==> src/rtl/nw_traceback_if.sv <==
// Interface bundling the traceback engine's start/length inputs, the
// symbol-memory read port, the alignment-step stream and status outputs.
// master: the traceback engine; slave: memory model / formatter / control.
interface nw_traceback_if #(
    parameter int IDX_W = 8
);
    logic             start;
    logic [IDX_W-1:0] len_a;
    logic [IDX_W-1:0] len_b;
    logic             rd_en;
    logic [IDX_W-1:0] rd_row;
    logic [IDX_W-1:0] rd_col;
    logic [2:0]       rd_symbol;
    logic             out_valid;
    logic             out_ready;
    logic [2:0]       out_dir;
    logic [IDX_W-1:0] out_row;
    logic [IDX_W-1:0] out_col;
    logic             busy;
    logic             done;
    logic             error;
    logic [IDX_W:0]   path_len;

    modport master (
        input  start, len_a, len_b, rd_symbol, out_ready,
        output rd_en, rd_row, rd_col, out_valid, out_dir, out_row, out_col,
               busy, done, error, path_len
    );

    modport slave (
        output start, len_a, len_b, rd_symbol, out_ready,
        input  rd_en, rd_row, rd_col, out_valid, out_dir, out_row, out_col,
               busy, done, error, path_len
    );
endinterface

==> src/rtl/nw_traceback.sv <==
// Needleman-Wunsch traceback engine: walks the direction-symbol matrix from
// (len_a, len_b) back to (0,0), one synchronous symbol read per interior cell,
// and emits one alignment step per valid/ready handshake. Cells on row 0 or
// column 0 take a forced direction without touching memory.
// Optional macro TB_PATH_LEN_EN builds the path_len step counter; without it
// path_len is tied to zero.
module nw_traceback #(
    parameter int LEN_A = 128,
    parameter int LEN_B = 128,
    parameter int IDX_W = 8
) (
    input  logic          clk,
    input  logic          rst,
    nw_traceback_if.master bus
);

    typedef enum logic [2:0] {
        IDLE = 3'd0,
        READ = 3'd1,
        CAPT = 3'd2,
        EMIT = 3'd3,
        DONE = 3'd4
    } state_t;

    localparam logic [2:0] DIR_LEFT = 3'b100;
    localparam logic [2:0] DIR_UP   = 3'b010;
    localparam logic [2:0] DIR_DIAG = 3'b001;

    state_t           state;
    state_t           next_state;
    logic [IDX_W-1:0] cur_row;
    logic [IDX_W-1:0] cur_col;
    logic [2:0]       dir;
    logic             error_q;
    logic [IDX_W-1:0] rd_row_q;
    logic [IDX_W-1:0] rd_col_q;

    logic             accept;
    logic             fire;
    logic             len_bad;
    logic             sym_ok;
    logic [IDX_W-1:0] step_row;
    logic [IDX_W-1:0] step_col;

    assign accept  = (state == IDLE) && bus.start;
    assign fire    = (state == EMIT) && bus.out_ready;
    assign len_bad = (32'(bus.len_a) > 32'(LEN_A)) || (32'(bus.len_b) > 32'(LEN_B));

    // Indices of the cell the current step lands on; forced cells never
    // underflow because left is only forced with col>0 and up with row>0.
    assign step_row = (dir == DIR_LEFT) ? cur_row : cur_row - 1'b1;
    assign step_col = (dir == DIR_UP)   ? cur_col : cur_col - 1'b1;

    // Only the three legal one-hot codes are accepted from memory.
    always_comb begin
        // NOTE: every always_comb output gets a default first so no path leaves it unassigned and infers a latch.
        sym_ok = 1'b0;
        case (bus.rd_symbol)
            DIR_LEFT, DIR_UP, DIR_DIAG: sym_ok = 1'b1;
            default:                    sym_ok = 1'b0;
        endcase
    end

    // State register.
    always_ff @(posedge clk or posedge rst) begin
        // NOTE: sequential state uses non-blocking assignments so all registers update together at the edge.
        if (rst) state <= IDLE;
        else     state <= next_state;
    end

    // Next-state logic.
    always_comb begin
        next_state = state;
        case (state)
            IDLE: begin
                if (bus.start) begin
                    if (len_bad)
                        next_state = DONE;
                    else if (bus.len_a == '0 && bus.len_b == '0)
                        next_state = DONE;
                    else if (bus.len_a != '0 && bus.len_b != '0)
                        next_state = READ;
                    else
                        next_state = EMIT;
                end
            end
            READ: next_state = CAPT;
            CAPT: next_state = sym_ok ? EMIT : DONE;
            EMIT: begin
                if (bus.out_ready) begin
                    if (step_row == '0 && step_col == '0)
                        next_state = DONE;
                    else if (step_row == '0 || step_col == '0)
                        next_state = EMIT;
                    else
                        next_state = READ;
                end
            end
            DONE:    next_state = IDLE;
            default: next_state = IDLE;
        endcase
    end

    // Walk datapath: current cell, step direction, sticky error, read address.
    always_ff @(posedge clk or posedge rst) begin
        if (rst) begin
            cur_row  <= '0;
            cur_col  <= '0;
            dir      <= '0;
            error_q  <= 1'b0;
            rd_row_q <= '0;
            rd_col_q <= '0;
        end else begin
            case (state)
                IDLE: begin
                    if (bus.start) begin
                        cur_row <= bus.len_a;
                        cur_col <= bus.len_b;
                        error_q <= len_bad;
                        dir     <= (bus.len_a == '0) ? DIR_LEFT : DIR_UP;
                    end
                end
                READ: begin
                    rd_row_q <= cur_row;
                    rd_col_q <= cur_col;
                end
                CAPT: begin
                    if (sym_ok) dir     <= bus.rd_symbol;
                    else        error_q <= 1'b1;
                end
                EMIT: begin
                    if (bus.out_ready) begin
                        cur_row <= step_row;
                        cur_col <= step_col;
                        // Only meaningful when the next cell is forced.
                        dir     <= (step_row == '0) ? DIR_LEFT : DIR_UP;
                    end
                end
                default: ;
            endcase
        end
    end

    // Outputs decoded from state; all read zero in IDLE after reset.
    always_comb begin
        bus.rd_en     = (state == READ);
        bus.rd_row    = (state == READ) ? cur_row : rd_row_q;
        bus.rd_col    = (state == READ) ? cur_col : rd_col_q;
        bus.out_valid = (state == EMIT);
        bus.out_dir   = (state == EMIT) ? dir     : 3'b000;
        bus.out_row   = (state == EMIT) ? cur_row : '0;
        bus.out_col   = (state == EMIT) ? cur_col : '0;
        bus.busy      = (state != IDLE);
        bus.done      = (state == DONE);
        bus.error     = error_q;
    end

`ifdef TB_PATH_LEN_EN
    logic [IDX_W:0] path_cnt;

    // Count accepted steps; cleared on start, held after done.
    always_ff @(posedge clk or posedge rst) begin
        if (rst)         path_cnt <= '0;
        else if (accept) path_cnt <= '0;
        else if (fire)   path_cnt <= path_cnt + 1'b1;
    end

    assign bus.path_len = path_cnt;
`else
    logic unused_fire;
    assign unused_fire  = accept ^ fire;
    assign bus.path_len = '0;
`endif

endmodule

==> src/flat_wrapper.sv <==
// flat-port wrapper written by rule: the top's interface ports become plain ports
module nw_traceback_flat 
#(
    parameter int LEN_A = 128,
    parameter int LEN_B = 128,
    parameter int IDX_W = 8
)
  (clk, rst, bus_start, bus_len_a, bus_len_b, bus_rd_symbol, bus_out_ready, bus_rd_en, bus_rd_row, bus_rd_col, bus_out_valid, bus_out_dir, bus_out_row, bus_out_col, bus_busy, bus_done, bus_error, bus_path_len);
  nw_traceback_if #(.IDX_W(IDX_W)) bus_i ();
  input  logic clk;
  input  logic rst;
  input wire logic [$bits(bus_i.start)-1:0] bus_start;
  input wire logic [$bits(bus_i.len_a)-1:0] bus_len_a;
  input wire logic [$bits(bus_i.len_b)-1:0] bus_len_b;
  input wire logic [$bits(bus_i.rd_symbol)-1:0] bus_rd_symbol;
  input wire logic [$bits(bus_i.out_ready)-1:0] bus_out_ready;
  output wire logic [$bits(bus_i.rd_en)-1:0] bus_rd_en;
  output wire logic [$bits(bus_i.rd_row)-1:0] bus_rd_row;
  output wire logic [$bits(bus_i.rd_col)-1:0] bus_rd_col;
  output wire logic [$bits(bus_i.out_valid)-1:0] bus_out_valid;
  output wire logic [$bits(bus_i.out_dir)-1:0] bus_out_dir;
  output wire logic [$bits(bus_i.out_row)-1:0] bus_out_row;
  output wire logic [$bits(bus_i.out_col)-1:0] bus_out_col;
  output wire logic [$bits(bus_i.busy)-1:0] bus_busy;
  output wire logic [$bits(bus_i.done)-1:0] bus_done;
  output wire logic [$bits(bus_i.error)-1:0] bus_error;
  output wire logic [$bits(bus_i.path_len)-1:0] bus_path_len;
  assign bus_i.start = bus_start;
  assign bus_i.len_a = bus_len_a;
  assign bus_i.len_b = bus_len_b;
  assign bus_i.rd_symbol = bus_rd_symbol;
  assign bus_i.out_ready = bus_out_ready;
  assign bus_rd_en = bus_i.rd_en;
  assign bus_rd_row = bus_i.rd_row;
  assign bus_rd_col = bus_i.rd_col;
  assign bus_out_valid = bus_i.out_valid;
  assign bus_out_dir = bus_i.out_dir;
  assign bus_out_row = bus_i.out_row;
  assign bus_out_col = bus_i.out_col;
  assign bus_busy = bus_i.busy;
  assign bus_done = bus_i.done;
  assign bus_error = bus_i.error;
  assign bus_path_len = bus_i.path_len;
  nw_traceback #(.LEN_A(LEN_A), .LEN_B(LEN_B), .IDX_W(IDX_W)) u_core (.clk(clk), .rst(rst), .bus(bus_i));
endmodule
==> config.mk <==
export PLATFORM = sky130hd
export DESIGN_NAME = nw_traceback_flat
export DESIGN_NICKNAME = d
export VERILOG_FILES = /design/src/rtl/nw_traceback_if.sv /design/src/rtl/nw_traceback.sv /design/src/flat_wrapper.sv
export SDC_FILE = /design/constraint.sdc
export NUM_CORES = 1
export LEC_CHECK = 0
export BUFFER_PORTS_ARGS = -buffer_cell sky130_fd_sc_hd__buf_4
export CAP_MARGIN = 20
export CORE_MARGIN = 2
export CORE_UTILIZATION = 41
export DETAILED_ROUTE_END_ITERATION = 6
export HOLD_SLACK_MARGIN = 0.05
export PLACE_DENSITY_LB_ADDON = 0.15
export SYNTH_ARGS = -nofsm -noshare
export SYNTH_HDL_FRONTEND = slang
export SYNTH_SLANG_ARGS = --single-unit
export TNS_END_PERCENT = 100
==> constraint.sdc <==
create_clock -name clk -period 6.8 [get_ports clk]
set_input_delay 1.36 -clock clk [delete_from_list [all_inputs] [get_ports clk]]
set_output_delay 1.36 -clock clk [all_outputs]
set_load 0.03 [all_outputs]
==> metrics.txt, run 1 <==
# TYPE chip_impl_metric gauge
chip_impl_info{name="timing.hold.worst.class",value="reg -> reg"} 1
chip_impl_metric{name="finalPower",unit="W"} 0.00125
chip_impl_metric{name="nFillCells",unit=""} 578
chip_impl_metric{name="number_of_global_route_vias_before_repair",unit=""} 2088
chip_impl_metric{name="wl_met1",unit="um"} 2770
chip_impl_metric{name="grtUsageTotal",unit="%"} 19.7
chip_impl_metric{name="drt-initial-drc-count",unit=""} 113
chip_impl_metric{name="routed-via-count",unit=""} 2199
chip_impl_metric{name="io_pins",unit=""} 72
chip_impl_metric{name="numPlacedInstances",unit=""} 395
chip_impl_info{name="criticalPathCategory",value="reg -> out"} 1
chip_impl_metric{name="grt_first_pass_wirelength",unit="um"} 10000
chip_impl_info{name="grt_setup_unrepaired",value="false"} 1
chip_impl_metric{name="drt_first_pass_iters",unit=""} 5
chip_impl_metric{name="route.final.wire_length",unit="um"} 6160
chip_impl_info{name="ys.flop_type",value="sky130_fd_sc_hd__dfrtp_1"} 1
chip_impl_metric{name="worst_skew_pair.late_latency",unit="ns"} 0.29
chip_impl_metric{name="postSynthCellCount",unit=""} 270
chip_impl_metric{name="postSynthRegisterBits",unit=""} 39
chip_impl_metric{name="netlist.area_leader.share",unit="%"} 39.4
chip_impl_info{name="tritoncts",value="built"} 1
chip_impl_metric{name="p_leak",unit="nW"} 1.40
chip_impl_info{name="start_kind",value="flip-flop"} 1
chip_impl_info{name="synthDominantAreaCellType",value="sky130_fd_sc_hd__dfrtp_1"} 1
chip_impl_metric{name="wl_met2",unit="um"} 3010
chip_impl_metric{name="portBuffers",unit=""} 62
chip_impl_metric{name="core",unit="mm^2"} 0.00589
chip_impl_metric{name="initial_core_util",unit="%"} 42.1
chip_impl_metric{name="postSynthAreaPerCell",unit="um^2"} 9.17
chip_impl_metric{name="synth-seq-area-share",unit="%"} 39.4
chip_impl_metric{name="r2r_setup_slack",unit="ns"} 4.27
chip_impl_metric{name="antenna_violations_before_repair",unit=""} 0
chip_impl_metric{name="routed_wire_length_per_instance",unit="um"} 15.3
chip_impl_metric{name="floorplan.rows",unit=""} 28
chip_impl_metric{name="fraction_of_registers_with_async_set_reset",unit="%"} 100
chip_impl_info{name="status",value="completed"} 1
chip_impl_metric{name="synth_warnings",unit=""} 0
chip_impl_metric{name="worst_pin_slew",unit="ns"} 0.929
chip_impl_metric{name="final_weighted_congestion_in_routability_driven_placement",unit=""} 0.851
chip_impl_metric{name="hpwl",unit="um"} 4310
chip_impl_metric{name="vias_per_cell",unit=""} 5.46
chip_impl_metric{name="worst_max_slew_margin_expressed_relative_to_the_limit",unit="%"} 38.0
chip_impl_metric{name="timing.clock.skew",unit="ns"} 0.00533
chip_impl_metric{name="pwr_density_cell",unit="mW/mm^2"} 414
chip_impl_metric{name="cts_post_setup_buffers_inserted",unit=""} 0
chip_impl_metric{name="max_cap_violations",unit=""} 0
chip_impl_metric{name="synth.cell_area",unit="mm^2"} 0.00248
chip_impl_metric{name="cts_hold_buf",unit=""} 0
chip_impl_metric{name="grt_start_max_net_pins",unit=""} 43
chip_impl_metric{name="max-clock-path-buffers",unit=""} 2
chip_impl_metric{name="path_clk_slew",unit="ns"} 0.08
chip_impl_info{name="synthTopCellsByArea",value="sky130_fd_sc_hd__dfrtp_1 (39%), sky130_fd_sc_hd__mux2_2 (7.3%), sky130_fd_sc_hd__a21oi_1 (4.4%), sky130_fd_sc_hd__buf_4 (3.6%), sky130_fd_sc_hd__nor2_1 (3.6%)"} 1
chip_impl_metric{name="floorplan.die.width",unit="um"} 81.7
chip_impl_metric{name="synthDistinctLibCells",unit=""} 55
chip_impl_metric{name="drt_drc_violations_left",unit=""} 0
chip_impl_metric{name="clkSinkCount",unit=""} 39
chip_impl_metric{name="area_of_the_die",unit="mm^2"} 0.00668
chip_impl_metric{name="cts_inserted_buffers",unit=""} 5
chip_impl_info{name="route.top_layer_used",value="met4"} 1
chip_impl_metric{name="met3RoutedLength",unit="um"} 289
chip_impl_metric{name="grt_remaining_overflow",unit=""} 0
chip_impl_metric{name="vdd_ir_drop_max",unit="mV"} 0.211
chip_impl_metric{name="nets",unit=""} 354
chip_impl_metric{name="antenna_violating_nets_post_route",unit=""} 0
chip_impl_metric{name="final_instance_count_excl_fillers",unit=""} 403
chip_impl_metric{name="critical_path_required",unit="ns"} 5.44
chip_impl_metric{name="final-setup-viol-count",unit=""} 0
chip_impl_metric{name="area_growth_syn_to_layout",unit="%"} 22.0
chip_impl_metric{name="timing.critical_path.fanout_max",unit=""} 17
chip_impl_metric{name="cts.repair.resized",unit=""} 0
chip_impl_metric{name="count_of_pins_over_their_slew_limit",unit=""} 0
chip_impl_metric{name="hold_viol",unit=""} 0
chip_impl_info{name="clock_tree.root_cell",value="sky130_fd_sc_hd__clkbuf_8"} 1
chip_impl_metric{name="period_needed",unit="ns"} 3.69
chip_impl_metric{name="fraction_of_final_layout_cells_sized_beyond_drive_strength_1",unit="%"} 30.8
chip_impl_metric{name="fin_crit_sh",unit="%"} 54.3
chip_impl_metric{name="finalSetupTns",unit="ns"} 0
chip_impl_info{name="endpoint_kind",value="primary output"} 1
chip_impl_metric{name="diodes",unit=""} 0
chip_impl_metric{name="synth-edff-count",unit=""} 0
chip_impl_metric{name="h-tree-depth",unit=""} 2
chip_impl_metric{name="timing.critical_path.arrival",unit="ns"} 2.33
chip_impl_metric{name="maxClockFrequency",unit="MHz"} 271
chip_impl_metric{name="die_height",unit="um"} 81.7
logic make-up (layout without fill, tap and decap cells):
group / Yosys count / after routing / share of synthesized area, %
muxes: 18 / 18 / 8.08
buffers and inverters: 39 / 89 / 8.89
xor gates and xnor gates: 3 / 3 / 1.06
adders and majority gates: 4 / 4 / 2.02
AOI/OAI and AO/OA: 77 / 77 / 19.5
DFF: 39 / 39 / 39.4
other: 1 / 9 / 0.151
and+or+nand+nor: 89 / 89 / 20.9
cell type report:
| class | instances | area, um^2 | share of cell area, % |
|---|---|---|---|
| Sequential cell | 39 | 976 | 32.3 |
| Timing Repair Buffer | 63 | 473 | 15.7 |
| Tap cell | 75 | 93.8 | 3.11 |
| Multi-Input combinational cell | 200 | 1310 | 43.4 |
| Inverter | 18 | 67.6 | 2.24 |
| Clock buffer | 8 | 100 | 3.31 |
state kept, by name, indices dropped and copies added (netlist names):
signal / flops
u_core.rd_row_q: 8
u_core.bus.error: 1
u_core.cur_col: 8
u_core.dir: 3
u_core.cur_row: 8
u_core.state: 3
u_core.rd_col_q: 8
cells in the final DEF, fill, tap and decap left out, types with 3 or more instances in the layout:
| master | synthesis | final |
|---|---|---|
| sky130_fd_sc_hd__nor4_1 | 4 | 4 |
| sky130_fd_sc_hd__ha_1 | 4 | 4 |
| sky130_fd_sc_hd__o22ai_1 | 10 | 10 |
| sky130_fd_sc_hd__o21ai_0 | 17 | 17 |
| sky130_fd_sc_hd__and2_1 | 6 | 6 |
| sky130_fd_sc_hd__inv_1 | 17 | 17 |
| sky130_fd_sc_hd__nor2_1 | 24 | 24 |
| sky130_fd_sc_hd__mux2_2 | 16 | 16 |
| sky130_fd_sc_hd__clkbuf_8 | 2 | 7 |
| sky130_fd_sc_hd__a21oi_1 | 22 | 22 |
| sky130_fd_sc_hd__o32ai_1 | 3 | 3 |
| sky130_fd_sc_hd__o21ai_1 | 4 | 4 |
| sky130_fd_sc_hd__or3_1 | 5 | 5 |
| sky130_fd_sc_hd__a31oi_1 | 5 | 5 |
| sky130_fd_sc_hd__buf_4 | 12 | 63 |
| sky130_fd_sc_hd__conb_1 | 1 | 9 |
| sky130_fd_sc_hd__nor3b_1 | 3 | 3 |
| sky130_fd_sc_hd__nand2_1 | 16 | 16 |
| sky130_fd_sc_hd__nor3_1 | 5 | 5 |
| sky130_fd_sc_hd__nand3_1 | 5 | 5 |
| sky130_fd_sc_hd__dfrtp_1 | 39 | 39 |
| sky130_fd_sc_hd__a22oi_1 | 4 | 4 |
stage by stage:
stage | setup slack, ns | util, % | cell area [um^2] | hold WS [ns]
after global placement | 3.41 | 49.6 | 2920 | 0.480
final | 3.11 | 51.3 | 3020 | 0.501
after global routing | 2.94 | 51.3 | 3020 | 0.513
after detailed placement | 3.38 | 49.6 | 2920 | 0.486
after floorplan | 3.79 | - | 2510 | 0.516
after CTS | 3.05 | 51.3 | 3020 | 0.505
report_power, final:
| group | total, W | internal [W] | switching [W] |
|---|---|---|---|
| logic | 0.000625 | 0.000257 | 0.000368 |
| registers | 0.000449 | 0.000338 | 0.000111 |
| clock network | 0.000176 | 0.0000927 | 0.0000837 |
routing by layer:
layer	vias to the layer above	GRT usage (%)
met5	-	0
met4	0	7.00
met3	7	4.18
met2	60	32.5
met1	1058	25.7
li1	1074	-
synthesized netlist by cell type, drive strengths merged (2+ instances only):
cell type / count
mux2i: 2
a22oi: 4
or4: 3
nor2: 24
inv: 18
clkbuf: 5
o22ai: 11
or3: 6
xnor2: 2
nor4: 4
and2: 6
o21ai: 21
o31ai: 2
nand4: 2
buf: 16
nor3b: 4
nand2b: 2
dfrtp: 39
or3b: 2
mux2: 16
ha: 4
nand3b: 2
a21oi: 24
a31oi: 5
o32ai: 3
nor3: 8
nand3: 5
nand2: 17
a21boi: 2
path summary, 6_finish.rpt:
path,from,end,cells past startpoint
worst min-delay path,u_core.rd_row_q[2]$_DFF_PP0_,u_core.rd_row_q[2]$_DFF_PP0_,1
max in group asynchronous,rst,u_core.state[0]$_DFFE_PP0P_,3
worst max register to register,u_core.cur_row[0]$_DFFE_PP0P_,u_core.state[1]$_DFFE_PP0P_,11
min in group asynchronous,rst,u_core.rd_row_q[5]$_DFF_PP0_,3
worst min register to register,u_core.rd_row_q[2]$_DFF_PP0_,u_core.rd_row_q[2]$_DFF_PP0_,1
worst max-delay path,u_core.state[0]$_DFFE_PP0P_,bus_rd_row[7],3
critical path: stages, from the launching register on:
cell	delay (ns)
sky130_fd_sc_hd__dfrtp_1	0.59
sky130_fd_sc_hd__nor3b_4	0.85
sky130_fd_sc_hd__mux2_2	0.43
sky130_fd_sc_hd__buf_4	0.17
(Power assumes the default switching activity.)
==> run 2, diff against run 1 <==
Clock period 6.8 ns to 3.6 ns, I/O delays scaled along.
==> metrics.txt, run 2 (same netlist as run 1, synthesis figures left out) <==
# TYPE chip_impl_metric gauge
chip_impl_metric{name="timing.clock.skew",unit="ns"} 0.00629
chip_impl_metric{name="dpl_cell_area",unit="mm^2"} 0.00294
chip_impl_info{name="timing.critical_path.slowest_stage_cell",value="sky130_fd_sc_hd__dfrtp_1"} 1
chip_impl_metric{name="cts_hold_buf",unit=""} 0
chip_impl_metric{name="critical_path_required",unit="ns"} 2.88
chip_impl_metric{name="grtUsageTotal",unit="%"} 19.9
chip_impl_metric{name="initial_core_util",unit="%"} 42.1
chip_impl_info{name="clock_tree.root_cell",value="sky130_fd_sc_hd__clkbuf_8"} 1
chip_impl_metric{name="worst_pin_slew",unit="ns"} 0.786
chip_impl_metric{name="route.final.wire_length",unit="um"} 6270
chip_impl_info{name="cpMostUsedCell",value="sky130_fd_sc_hd__buf_4"} 1
chip_impl_metric{name="grt_start_max_net_pins",unit=""} 40
chip_impl_metric{name="routed-via-count",unit=""} 2211
chip_impl_metric{name="hold_viol",unit=""} 0
chip_impl_metric{name="number_of_global_route_vias_before_repair",unit=""} 2045
chip_impl_info{name="criticalPathCategory",value="reg -> out"} 1
chip_impl_metric{name="floorplan.rows",unit=""} 28
chip_impl_info{name="status",value="completed"} 1
chip_impl_metric{name="antenna_violations_before_repair",unit=""} 0
chip_impl_metric{name="nets",unit=""} 356
chip_impl_metric{name="nFillCells",unit=""} 598
chip_impl_metric{name="max_cap_violations",unit=""} 0
chip_impl_metric{name="max_stage_delay",unit="ns"} 0.60
chip_impl_metric{name="p_leak",unit="nW"} 1.42
chip_impl_metric{name="timing.critical_path.arrival",unit="ns"} 2.21
chip_impl_metric{name="hold-worst-slack",unit="ns"} 0.498
chip_impl_metric{name="final_instance_count_excl_fillers",unit=""} 405
chip_impl_info{name="timing.hold.worst.class",value="reg -> reg"} 1
chip_impl_info{name="cp_cell_sequence",value="nand3b_4 -> inv_2 -> buf_4 -> and2_1 -> buf_4"} 1
chip_impl_metric{name="count_of_pins_over_their_slew_limit",unit=""} 0
chip_impl_metric{name="diodes",unit=""} 0
chip_impl_metric{name="clkSinkCount",unit=""} 39
chip_impl_metric{name="crit_cells",unit=""} 5
chip_impl_metric{name="period_needed",unit="ns"} 2.93
chip_impl_info{name="mostFrequentLayoutCells",value="sky130_fd_sc_hd__buf_4 (65), sky130_fd_sc_hd__dfrtp_1 (39), sky130_fd_sc_hd__nor2_1 (24)"} 1
chip_impl_metric{name="io_pins",unit=""} 72
chip_impl_metric{name="portBuffers",unit=""} 62
chip_impl_metric{name="pwr_density_cell",unit="mW/mm^2"} 789
chip_impl_metric{name="holdPathStages",unit=""} 1
chip_impl_metric{name="final_weighted_congestion_in_routability_driven_placement",unit=""} 0.850
chip_impl_info{name="mostFrequentLayoutCell",value="sky130_fd_sc_hd__buf_4"} 1
chip_impl_metric{name="vdd_ir_drop_max",unit="mV"} 0.396
chip_impl_metric{name="area_growth_syn_to_layout",unit="%"} 23.1
chip_impl_metric{name="drt-initial-drc-count",unit=""} 149
chip_impl_metric{name="core",unit="mm^2"} 0.00589
chip_impl_metric{name="die_height",unit="um"} 81.7
chip_impl_metric{name="cp_num_buf_inv",unit=""} 3
chip_impl_metric{name="h-tree-depth",unit=""} 2
chip_impl_metric{name="stdcell_area",unit="mm^2"} 0.00305
chip_impl_metric{name="routed_wire_length_per_instance",unit="um"} 15.5
chip_impl_metric{name="hpwl",unit="um"} 4460
chip_impl_info{name="endpoint_kind",value="primary output"} 1
chip_impl_metric{name="grt_first_pass_wirelength",unit="um"} 10100
chip_impl_metric{name="grt_remaining_overflow",unit=""} 0
chip_impl_metric{name="path_clk_slew",unit="ns"} 0.08
chip_impl_metric{name="vias_per_cell",unit=""} 5.46
chip_impl_metric{name="finalSetupTns",unit="ns"} 0
chip_impl_metric{name="drt_drc_violations_left",unit=""} 0
chip_impl_metric{name="reg2regPathDepth",unit=""} 11
chip_impl_metric{name="area_of_the_die",unit="mm^2"} 0.00668
chip_impl_metric{name="cts_inserted_buffers",unit=""} 5
chip_impl_metric{name="maxClockFrequency",unit="MHz"} 341
chip_impl_metric{name="cts_post_setup_buffers_inserted",unit=""} 0
chip_impl_info{name="start_kind",value="flip-flop"} 1
chip_impl_metric{name="worst_skew_pair.late_latency",unit="ns"} 0.29
chip_impl_info{name="grt_setup_unrepaired",value="false"} 1
chip_impl_metric{name="antenna_violating_nets_post_route",unit=""} 0
chip_impl_metric{name="timing.critical_path.fanout_max",unit=""} 25
chip_impl_metric{name="numPlacedInstances",unit=""} 397
chip_impl_metric{name="fraction_of_final_layout_cells_sized_beyond_drive_strength_1",unit="%"} 31.5
chip_impl_metric{name="floorplan.die.width",unit="um"} 81.7
chip_impl_metric{name="drt_first_pass_iters",unit=""} 4
chip_impl_info{name="tritoncts",value="built"} 1
chip_impl_info{name="worst_path_dominant_cell_family",value="buffers and inverters"} 1
chip_impl_metric{name="final-setup-viol-count",unit=""} 0
chip_impl_metric{name="fin_crit_sh",unit="%"} 81.5
chip_impl_metric{name="max-clock-path-buffers",unit=""} 2
chip_impl_metric{name="cts.repair.resized",unit=""} 0
chip_impl_metric{name="worst_max_slew_margin_expressed_relative_to_the_limit",unit="%"} 47.5
run 2: path summary, 6_finish.rpt:
kind	from	slack, ns	endpoint
min in group asynchronous	rst	0.55	u_core.rd_row_q[5]$_DFF_PP0_
worst max-delay path	u_core.state[0]$_DFFE_PP0P_	0.67	bus_out_col[2]
worst min register to register	u_core.rd_row_q[2]$_DFF_PP0_	0.50	u_core.rd_row_q[2]$_DFF_PP0_
worst max register to register	u_core.cur_row[0]$_DFFE_PP0P_	1.01	u_core.state[1]$_DFFE_PP0P_
worst min-delay path	u_core.rd_row_q[2]$_DFF_PP0_	0.50	u_core.rd_row_q[2]$_DFF_PP0_
max in group asynchronous	rst	2.69	u_core.rd_col_q[1]$_DFF_PP0_
run 2: final cells by class:
class / instances / area [um^2] / area share (%)
timing repair buffer: 65 / 488 / 16.0
tap: 75 / 93.8 / 3.08
clock buffer: 5 / 68.8 / 2.26
sequential: 39 / 976 / 32.0
clock inverter: 3 / 43.8 / 1.44
inverter: 18 / 67.6 / 2.22
multi-input combinational: 200 / 1310 / 43.0
run 2: power breakdown:
| group | internal, W | switching [W] | total, W |
|---|---|---|---|
| registers | 0.000638 | 0.000208 | 0.000846 |
| clock network | 0.000206 | 0.000160 | 0.000367 |
| logic | 0.000489 | 0.000704 | 0.00119 |
| total | 0.00133 | 0.00107 | 0.00241 |
run 2: through the flow:
stage	setup slack [ns]	utilization [%]	power [W]
after floorplan	1.23	-	0.00169
after CTS	0.660	51.8	0.00243
after global placement	1.04	49.9	0.00204
after global routing	0.485	51.8	0.00257
final	0.665	51.8	0.00241
after detailed placement	1.01	49.9	0.00205
run 2: layer usage:
layer | track usage (%) | wire length, um
met1 | 28.9 | 2950
met5 | 0 | 0
met4 | 5.67 | 48
met3 | 4.29 | 346
met2 | 30.0 | 2920
run 2: worst reg2reg max path, cell delays in order (launching register included):
cell	delay [ns]
sky130_fd_sc_hd__dfrtp_1	0.43
sky130_fd_sc_hd__inv_1	0.12
sky130_fd_sc_hd__ha_1	0.25
sky130_fd_sc_hd__nand2b_1	0.21
sky130_fd_sc_hd__a211oi_1	0.11
sky130_fd_sc_hd__o32ai_1	0.32
sky130_fd_sc_hd__and3_1	0.25
sky130_fd_sc_hd__ha_1	0.25
sky130_fd_sc_hd__o21ai_0	0.14
sky130_fd_sc_hd__o31ai_1	0.09
sky130_fd_sc_hd__a31oi_1	0.18
sky130_fd_sc_hd__o22ai_1	0.09
